$ cat config.mk
export PLATFORM = sky130hd
export DESIGN_NAME = dither_stream
export DESIGN_NICKNAME = d
export VERILOG_FILES = /design/src/rtl/dither_stream.sv
export SDC_FILE = /design/constraint.sdc
export NUM_CORES = 1
export LEC_CHECK = 0
export BUFFER_PORTS_ARGS = -buffer_cell sky130_fd_sc_hd__buf_4
export CORE_MARGIN = 4
export CORE_UTILIZATION = 50
export CTS_CLUSTER_DIAMETER = 200
export CTS_CLUSTER_SIZE = 24
export DETAILED_ROUTE_END_ITERATION = 10
export GPL_TIMING_DRIVEN = 1
export PLACE_DENSITY = 0.77
export SLEW_MARGIN = 10
export SYNTH_ARGS = -nofsm -noshare
export SYNTH_HDL_FRONTEND = slang
export SYNTH_SLANG_ARGS = --single-unit
export TNS_END_PERCENT = 1
$ cat constraint.sdc
create_clock -name clk -period 3 [get_ports clk]
set_input_delay 0.45 -clock clk [delete_from_list [all_inputs] [get_ports clk]]
set_output_delay 0.45 -clock clk [all_outputs]
set_load 0.1 [all_outputs]
$ cat src/rtl/dither_stream.sv
// Streaming colour-depth reducer: two-stage valid/ready pipeline that quantises each
// channel by truncation, rounding, 4x4 Bayer ordered dither or 1-D error diffusion.
module dither_stream #(
  parameter int IN_W     = 8,
  parameter int OUT_W    = 4,
  parameter int CHANNELS = 3
) (
  input  logic                      clk,
  input  logic                      rst_n,
  input  logic [1:0]                mode,
  input  logic                      s_valid,
  output logic                      s_ready,
  input  logic [CHANNELS*IN_W-1:0]  s_data,
  input  logic                      s_sof,
  input  logic                      s_eol,
  output logic                      m_valid,
  input  logic                      m_ready,
  output logic [CHANNELS*OUT_W-1:0] m_data,
  output logic                      m_sof,
  output logic                      m_eol
);

  localparam int SH = IN_W - OUT_W;

  localparam logic [1:0] MODE_TRUNC = 2'd0;
  localparam logic [1:0] MODE_ROUND = 2'd1;
  localparam logic [1:0] MODE_BAYER = 2'd2;
  localparam logic [1:0] MODE_ERRDF = 2'd3;

  // Handshake: a beat moves on a port when valid && ready on the same rising edge.
  // A stage may load whenever it is empty or its content leaves in that same cycle,
  // so s_ready depends combinationally on m_ready.

  logic                      v1_q, v1_d;
  logic [CHANNELS*IN_W-1:0]  d1_q, d1_d;
  logic                      sof1_q, sof1_d, eol1_q, eol1_d;
  logic [1:0]                mode1_q, mode1_d;
  logic [1:0]                x1_q, x1_d, y1_q, y1_d;

  logic                      v2_q, v2_d;
  logic [CHANNELS*OUT_W-1:0] d2_q, d2_d;
  logic                      sof2_q, sof2_d, eol2_q, eol2_d;

  logic [1:0]                x_q, x_d, y_q, y_d;
  logic [CHANNELS*SH-1:0]    carry_q, carry_d;

  logic adv1, adv2, acc, xfer;

  logic [CHANNELS*OUT_W-1:0] q_all;
  logic [CHANNELS*SH-1:0]    carry_new;

  assign adv2    = !v2_q || m_ready;
  assign adv1    = !v1_q || adv2;
  assign s_ready = adv1;
  assign acc     = s_valid && adv1;
  assign xfer    = v1_q && adv2;

  assign m_valid = v2_q;
  assign m_data  = d2_q;
  assign m_sof   = sof2_q;
  assign m_eol   = eol2_q;

  function automatic logic [3:0] bayer(input logic [1:0] yy, input logic [1:0] xx);
    logic [3:0] t;
    case ({yy, xx})
      4'h0: t = 4'd0;   4'h1: t = 4'd8;   4'h2: t = 4'd2;   4'h3: t = 4'd10;
      4'h4: t = 4'd12;  4'h5: t = 4'd4;   4'h6: t = 4'd14;  4'h7: t = 4'd6;
      4'h8: t = 4'd3;   4'h9: t = 4'd11;  4'hA: t = 4'd1;   4'hB: t = 4'd9;
      4'hC: t = 4'd15;  4'hD: t = 4'd7;   4'hE: t = 4'd13;  default: t = 4'd5;
    endcase
    return t;
  endfunction

  // Per-channel quantiser on the S1 contents; the stored carry is ignored for sof beats.
  always_comb begin
    logic [IN_W-1:0] in_c;
    logic [IN_W:0]   add;
    logic [IN_W:0]   sum;
    logic [IN_W-1:0] satv;
    logic [IN_W+4:0] tw;
    q_all     = '0;
    carry_new = '0;
    for (int c = 0; c < CHANNELS; c++) begin
      in_c = d1_q[c*IN_W +: IN_W];
      add  = '0;
      tw   = '0;
      case (mode1_q)
        MODE_ROUND: add[SH-1] = 1'b1;
        MODE_BAYER: begin
          tw  = (IN_W+5)'(bayer(y1_q, x1_q)) << SH;
          add = tw[IN_W+4:4];
        end
        MODE_ERRDF: if (!sof1_q) add[SH-1:0] = carry_q[c*SH +: SH];
        default:    add = '0;
      endcase
      sum  = {1'b0, in_c} + add;
      satv = sum[IN_W] ? {IN_W{1'b1}} : sum[IN_W-1:0];
      q_all[c*OUT_W +: OUT_W] = satv[IN_W-1:SH];
      carry_new[c*SH +: SH]   = satv[SH-1:0];
    end
  end

  always_comb begin
    v1_d    = v1_q;
    d1_d    = d1_q;
    sof1_d  = sof1_q;
    eol1_d  = eol1_q;
    mode1_d = mode1_q;
    x1_d    = x1_q;
    y1_d    = y1_q;
    x_d     = x_q;
    y_d     = y_q;
    v2_d    = v2_q;
    d2_d    = d2_q;
    sof2_d  = sof2_q;
    eol2_d  = eol2_q;
    carry_d = carry_q;

    if (acc) begin
      v1_d    = 1'b1;
      d1_d    = s_data;
      sof1_d  = s_sof;
      eol1_d  = s_eol;
      mode1_d = mode;
      x1_d    = s_sof ? 2'd0 : x_q;
      y1_d    = s_sof ? 2'd0 : y_q;
      if (s_sof && s_eol) begin
        x_d = 2'd0;
        y_d = 2'd1;
      end else if (s_sof) begin
        x_d = 2'd1;
        y_d = 2'd0;
      end else if (s_eol) begin
        x_d = 2'd0;
        y_d = y_q + 2'd1;
      end else begin
        x_d = x_q + 2'd1;
      end
    end else if (xfer) begin
      v1_d = 1'b0;
    end

    if (adv2) begin
      v2_d = v1_q;
      if (v1_q) begin
        d2_d   = q_all;
        sof2_d = sof1_q;
        eol2_d = eol1_q;
        // Error is carried only along a line of diffusion beats.
        if (mode1_q == MODE_ERRDF && !eol1_q) carry_d = carry_new;
        else                                  carry_d = '0;
      end
    end
  end

  always_ff @(posedge clk or negedge rst_n) begin
    if (!rst_n) begin
      v1_q    <= 1'b0;
      d1_q    <= '0;
      sof1_q  <= 1'b0;
      eol1_q  <= 1'b0;
      mode1_q <= MODE_TRUNC;
      x1_q    <= 2'd0;
      y1_q    <= 2'd0;
      x_q     <= 2'd0;
      y_q     <= 2'd0;
      v2_q    <= 1'b0;
      d2_q    <= '0;
      sof2_q  <= 1'b0;
      eol2_q  <= 1'b0;
      carry_q <= '0;
    end else begin
      v1_q    <= v1_d;
      d1_q    <= d1_d;
      sof1_q  <= sof1_d;
      eol1_q  <= eol1_d;
      mode1_q <= mode1_d;
      x1_q    <= x1_d;
      y1_q    <= y1_d;
      x_q     <= x_d;
      y_q     <= y_d;
      v2_q    <= v2_d;
      d2_q    <= d2_d;
      sof2_q  <= sof2_d;
      eol2_q  <= eol2_d;
      carry_q <= carry_d;
    end
  end

endmodule

==> run summary, run 1 <==
Status = finished, final reports clean
Post-Route WL = 6.78 mm
Final GP Congestion = 0.789
Slew HR = 32.2%
Setup TNS Final = 0 ns
Clock Sinks = 64
Reg2reg setup slack = 0.57 ns
Share of the synthesized area in the top cell type = 47.3%
First-pass GRT wire length = 12.0 mm
Fmax = 0.411 GHz
Final non-filler cell area = 0.00398 mm2
Crit path max fanout = 10
Syn_area_per_cell = 10.1 um2
Largest net degree at the start of global routing = 65
Power Total = 2990 uW
Worst R2R Path Depth = 10
Slew @ Worst Pin = 1.01 ns
Width of the die = 90.3 um
Syn Nets = 383
Clock latency at the later pin of the worst-skew pair = 0.34 ns
Area leader, netlist = dfrtp_1
CP Capture Type = flop
Die Y = 90.3 um
Worst hold path type = in2async
Share of layout cells above drive strength 1 = 26.2%
Crit start category = flop
Remaining antenna violation count = 0
WS Path Type = reg2reg
Final Critical Period = 2.43 ns
Setup repair after global routing missed its margin = false
Grt ovf = 0
Area grow syn2layout = 17.4%
Number of CTS-inserted buffers = 9
Initial Utilization = 52.4%
Max stage delay on crit path = 0.47 ns
GRT Total Usage = 18.0%
Initial antenna violation count = 0
CTS tree = done
N_diodes = 0
H-tree levels = 3
Final WS setup = 0.569 ns
Share of the clock period used by the worst path = 81.0%
Static leakage = 0.00178 uW
Most common cell on crit path = a21oi_1
Dpl cell area = 0.00377 mm2
Cell count after synthesis = 336
Max VDD drop = 333 uV
Number of max-cap violations = 0
Drt initial violations = 131
Syn. warnings = 0
Die area = 0.00815 mm2
DR pass1 iterations = 4
Worst-path clk slew = 0.07 ns
Vias in the first global route = 2627
# hold bufs at CTS = 0
Max-slew violation count = 0
Buffers plus inverters on the worst setup path = 1
Crit path cell chain = nor2b_1 -> buf_4 -> nand2_1 -> a21boi_0 -> ha_1 -> fa_1 -> nand3_1 -> a21oi_1 -> nor2_1 -> a21oi_1
I/O Buffers = 47
Setup violations, final = 0
Clk buf depth = 2
Root Driver = clkbuf_8
Vias = 2576
Hold Vio Cnt, Final = 0
Reg2Reg Launch Point = mode1_q[0]
Nets = 428
Yosys cell types = 41
CP max stage cell = dfrtp_1
Synth Cell Area = 0.00339 mm2
Routed vias/inst = 5.56
Critical R2R Capture = m_data[9]
Synthesized flop and latch total = 64
Wire per inst = 14.6 um
Post-Place Setup Slack = 0.647 ns
Drt drc = 0
Core Region = 0.00646 mm2
Io pins = 48
Seq/Total Area, Yosys = 47.3%
Row cnt = 29
Largest cells by area after synthesis = dfrtp_1 (47%), mux2_2 (9.3%), nand2_1 (5.8%)
Setup Buffers After CTS = 0
Cell area power density = 753 mW/mm2
Post-DP HPWL = 4.59 mm
Critical path's top delay family = compound AO/OA/AOI/OAI gates
Clock skew = 0.00846 ns
Crit path DAT = 2.70 ns
Worst Path Required = 3.27 ns
CTS resizes = 0
Finished Core Util = 61.6%
-- metrics by stage --
stage | std cells | hold WS, ns
5_1_grt | 463 | 0.267
4_1_cts | 463 | 0.227
3_5_place_dp | 447 | 0.466
3_3_place_gp | 447 | 0.463
6_report | 463 | 0.190
2_1_floorplan | 336 | 0.154
-- routing by layer --
| metal | up-vias | global-route usage (%) | wire [um] |
|---|---|---|---|
| met4 | 0 | 5.61 | 89 |
| met5 | - | 0 | 0 |
| met2 | 56 | 29.6 | 3320 |
| li1 | 1275 | - | - |
| met3 | 13 | 5.08 | 345 |
| met1 | 1232 | 23.2 | 3030 |
-- sequential cells by signal, summed over array words and instances (netlist names) --
| signal | count |
|---|---|
| y1_q | 2 |
| mode1_q | 2 |
| m_eol | 1 |
| m_sof | 1 |
| x1_q | 2 |
| v1_q | 1 |
| carry_q | 12 |
| y_q | 2 |
| eol1_q | 1 |
| x_q | 2 |
| d1_q | 24 |
| sof1_q | 1 |
| m_data | 12 |
| m_valid | 1 |
-- synthesized netlist by cell type (all sizes together) --
cell type,n
nor2b,2
mux2,28
nand4b,1
ha,12
a22o,1
buf,11
or3b,2
o31ai,2
a21oi,20
nand3,11
and4,1
a31oi,8
and2,1
mux2i,3
o21bai,2
xnor2,5
a21boi,9
nand4,3
o211ai,3
clkbuf,4
a21o,3
or2,2
fa,3
xor2,5
o21ai,26
nor4bb,1
nand2,53
o21a,1
dfrtp,64
nor2,23
a211oi,2
nor3,2
nand3b,1
nand2b,17
a21bo,1
a211o,3
-- worst max path at each step --
stage | from | endpoint | slack [ns] | depth (start not counted)
final | mode1_q[0] | m_data[9] | 0.57 | 10
after CTS | mode1_q[0] | m_data[11] | 0.57 | 9
after global routing | mode1_q[0] | carry_q[2] | 0.22 | 10
after global placement | mode1_q[0] | m_data[7] | 0.68 | 9
after floorplan | m_valid | d1_q[0] | 0.32 | 4
after detailed placement | mode1_q[0] | m_data[11] | 0.65 | 9
-- logic make-up (layout without fill, tap and decap cells) --
group	Yosys count	in the layout	share of synthesized area [%]
AO/OA/AOI/OAI	81	81	14.5
XOR/XNOR	10	10	2.59
adder cells (fa/ha/maj)	15	15	6.21
buffers and inverters	15	65	2.40
flip-flops	64	64	47.3
multiplexers	31	31	10.2
AND/OR/NAND/NOR	120	120	16.8
-- power by group --
group          switching [uW]  internal [uW]  leakage [uW]
combinational             730            355      0.000900
sequential                136           1010      0.000782
clock                     332            426      0.000101
total                    1200           1800       0.00178
-- cell type report --
cell class              instances  area, um2
clock buffers                  11        151
clock inverters                 5       55.1
fillers                       546       2480
multi-input cells             257       1700
flip-flops and latches         64       1600
well taps                      77       96.3
repair buffers                 49        368
-- cell usage in the layout, fill, tap and decap left out, types with 3 or more instances in the layout --
master    instances
a211o_1           3
a21boi_0          9
a21o_1            3
a21oi_1          20
a31oi_1           8
buf_4            49
clkbuf_8         11
dfrtp_1          63
fa_1              3
ha_1             12
mux2_2           28
mux2i_1           3
nand2_1          52
nand2b_1         16
nand3_1          11
nand4_1           3
nor2_1           23
o211ai_1          3
o21ai_0          24
xnor2_1           5
xor2_1            5
No activity file was read; power rests on OpenSTA's default activity.
==> inputs of run 2 (changes only) <==
- ABC_AREA: unset -> 1
- PLACE_DENSITY: 0.77 -> 0.8
- clock period: 3 -> 2.1 ns (I/O delays scaled with it)
==> run summary, run 2 <==
Post-synth ARST share = 100% (unchanged)
Crit start category = flop
CP Capture Type = flop
Critical path's top delay family = simple AND/OR/NAND/NOR gates
Area grow syn2layout = 25.9%
Simple logic cell fraction of the synthesized area = 27.9% (+11 points)
Met1 Use GR = 24.3% (+1.1 points)
Remaining antenna violation count = 0 (unchanged)
Worst-path clk slew = 0.07 ns (about the same)
Worst Path Required = 2.35 ns (-0.92 ns)
Wire per inst = 13.1 um (-10%)
GRT Total Usage = 19.3% (+1.3 points)
Int Power = 2530 uW (+41%)
Main combinational cell family by area after synthesis = simple AND/OR/NAND/NOR gates
Share of the clock period used by the worst path = 96.2% (+15 points)
Met2 Track Usage GR = 32.0% (+2.4 points)
Net switching power = 2020 uW (+68%)
Post-DP HPWL = 5.22 mm (+14%)
Slew @ Worst Pin = 0.800 ns (-0.215 ns)
CP max stage cell = dfrtp_1
Crit path max fanout = 6 (-4)
Dpl cell area = 0.00408 mm2 (+8.3%)
Post-synth EDFFs = 0 (unchanged)
Hold Vio Cnt, Final = 0 (unchanged)
Io pins = 48 (unchanged)
Clock Sinks = 64 (unchanged)
Slew HR = 46.7% (+14 points)
Clk buf depth = 2 (unchanged)
CTS tree = done
Cell count after synthesis = 440 (+31%)
Root Driver = clkbuf_8
N_diodes = 0 (unchanged)
Syn_area_per_cell = 8.11 um2 (-20%)
Synth Area in Compound Gates = 10.8% (-3.7 points)
Prevailing post-synth register cell = dfrtp_1
Reg power frac = 36.1% (-2.3 points)
Vias in the first global route = 2978 (+13%)
Cell area power density = 1010 mW/mm2 (+34%)
Share of layout cells above drive strength 1 = 31.1% (+4.9 points)
Initial Utilization = 51.9% (-0.47 points)
Fmax = 0.495 GHz (+20%)
Seq/Total Area, Yosys = 44.9% (-2.4 points)
Share of the synthesized area in the top cell type = 44.9% (-2.4 points)
Static leakage = 0.00231 uW (+29%)
I/O Buffers = 47 (unchanged)
Drt initial violations = 116 (-11%)
Routed vias/inst = 5.09 (-8.6%)
Crit path cell chain = nand3_2 -> buf_6 -> buf_4 -> o21ai_1 -> ha_1 -> nand2_1 -> nand3_4 -> nand2_2 -> nand2_1 -> nand2_1 -> nand3_2 -> nand2_1 -> inv_1
Clock latency at the later pin of the worst-skew pair = 0.35 ns (about the same)
Final non-filler cell area = 0.00449 mm2 (+13%)
Most common cell on crit path = nand2_1
Number of max-cap violations = 0 (unchanged)
Nets = 556 (+30%)
Area leader, netlist = dfrtp_1
GRT Max-Usage Layer = met2
Buffers plus inverters on the worst setup path = 3 (+2)
Adder-cell share of the synthesized area = 5.89% (-0.32 points)
Width of the die = 92.5 um (+2.4%)
Synthesized flop and latch total = 64 (unchanged)
Post-synthesis mux area share = 0% (-10 points)
H-tree levels = 3 (unchanged)
Clk pwr share = 20.3% (-5.0 points)
Part of the power in combinational logic = 43.6% (+7.3 points)
Non-Filler Instances = 608 (+31%)
Status = finished, final reports clean
Finished Core Util = 65.4% (+3.8 points)
Initial antenna violation count = 0 (unchanged)
Final Critical Period = 2.02 ns (-0.410 ns)
Max-slew violation count = 0 (unchanged)
Setup violations, final = 0 (unchanged)
Drt drc = 0 (unchanged)
Yosys cell types = 35 (-15%)
Largest net degree at the start of global routing = 65 (unchanged)
XOR/XNOR Fraction of Synth Area = 1.47% (-1.1 points)
Biggest register = d1_q
WS Path Type = reg2reg
Top cells by count, synth = nand2_1 (160), dfrtp_1 (64), inv_1 (55)
Syn. warnings = 0 (unchanged)
Final GP Congestion = 0.883 (+12%)
Synth Cell Area = 0.00357 mm2 (+5.4%)
Met3 GRT Util = 5.44% (+0.36 points)
Row cnt = 30 (+3.4%)
Power Total = 4550 uW (+52%)
Most frequent cell after synthesis = nand2_1
Clock skew = 0.00478 ns (-0.00368 ns)
Die area = 0.00855 mm2 (+4.9%)
Syn Nets = 487 (+27%)
Core Region = 0.00687 mm2 (+6.4%)
Grt ovf = 0 (unchanged)
Die Y = 92.5 um (+2.4%)
Most common cell after layout, fill and taps aside = nand2_1
Setup TNS Final = 0 ns (unchanged)
Number of CTS-inserted buffers = 9 (unchanged)
Max VDD drop = 575 uV (+73%)
Max stage delay on crit path = 0.40 ns (-0.07 ns)
Setup repair after global routing missed its margin = true
Worst hold path type = in2async
# hold bufs at CTS = 0 (unchanged)
Post-Route WL = 7.98 mm (+18%)
DR pass1 iterations = 5 (+1)
Crit path DAT = 2.27 ns (-0.43 ns)
Largest cells by area after synthesis = dfrtp_1 (45%), nand2_1 (17%), inv_1 (5.8%)
Max FFs per register = 24 (unchanged)
Sw frac = 44.4% (+4.4 points)
Cells after DPL = 591 (+32%)
Vias = 3093 (+20%)
Most frequent cells in the layout = nand2_1 (148), buf_4 (67), dfrtp_1 (62)
First-pass GRT wire length = 13.1 mm (+9.4%)
run 2: changes by cell type after synthesis, moves of 5 or more:
cell and change:
o21ai_2 +12, mux2_2 -28, buf_6 +7, nor2_1 -5, o21ai_0 +6, buf_2 -7
a21oi_1 -8, nand2b_1 -16, a21boi_0 -9, a31oi_1 -8, inv_1 +55, nand3_1 +14
nand2_1 +108
run 2: layout make-up:
type | instances | area (um2)
fillers | 544 | 2380
multi-input cells | 308 | 1860
flip-flops and latches | 64 | 1600
repair buffers | 69 | 526
inverters | 57 | 219
clock buffers | 13 | 159
well taps | 96 | 120
clock inverters | 1 | 5.00
run 2: cell families after synthesis:
group,Yosys count
fa+ha+maj,15
compound gates,61
simple gates,226
xor+xnor,6
buf+inv,68
flops,64
run 2: timing repair:
item	in CTS	in global routing
gates resized for setup	4	64
endpoints found under the hold margin	0	0
buffers inserted	0	3
setup endpoints to repair	9	24
pin swaps	0	20
run 2: through the flow:
step,setup slack [ns],hold WS (ns)
floorplan,-0.0107,0.0194
global placement,0.0266,0.446
detailed placement,-0.0385,0.456
CTS,-0.0126,0.0860
global route,-0.0762,0.119
finish,0.0796,0.0592
run 2: path summary, 6_finish.rpt:
| path | startpoint | to | slack (ns) | cells after the start |
|---|---|---|---|---|
| min in group clk | s_data[6] | d1_q[6] | 0.16 | 3 |
| setup reg to reg | mode1_q[1] | m_data[3] | 0.08 | 13 |
| hold reg to reg | x_q[1] | x_q[1] | 0.48 | 1 |
| setup / recovery | mode1_q[1] | m_data[3] | 0.08 | 13 |
| max in group asynchronous | rst_n | mode1_q[0] | 1.47 | 1 |
| hold / removal | rst_n | m_data[1] | 0.06 | 1 |
run 2: per-layer routing:
layer / up-vias / wire length [um]
met5: - / 0
met4: 0 / 157
met3: 15 / 471
met2: 95 / 3840
met1: 1457 / 3510
li1: 1526 / -
run 2: power by group through the flow:
stage               Clock (uW)  Sequential (uW)  Combinational [uW]
CTS                        939             1630                1850
global route               999             1670                2130
detailed placement           0             1650                1840
global placement             0             1640                1810
finish                     924             1640                1980
floorplan                    0             2330                 692
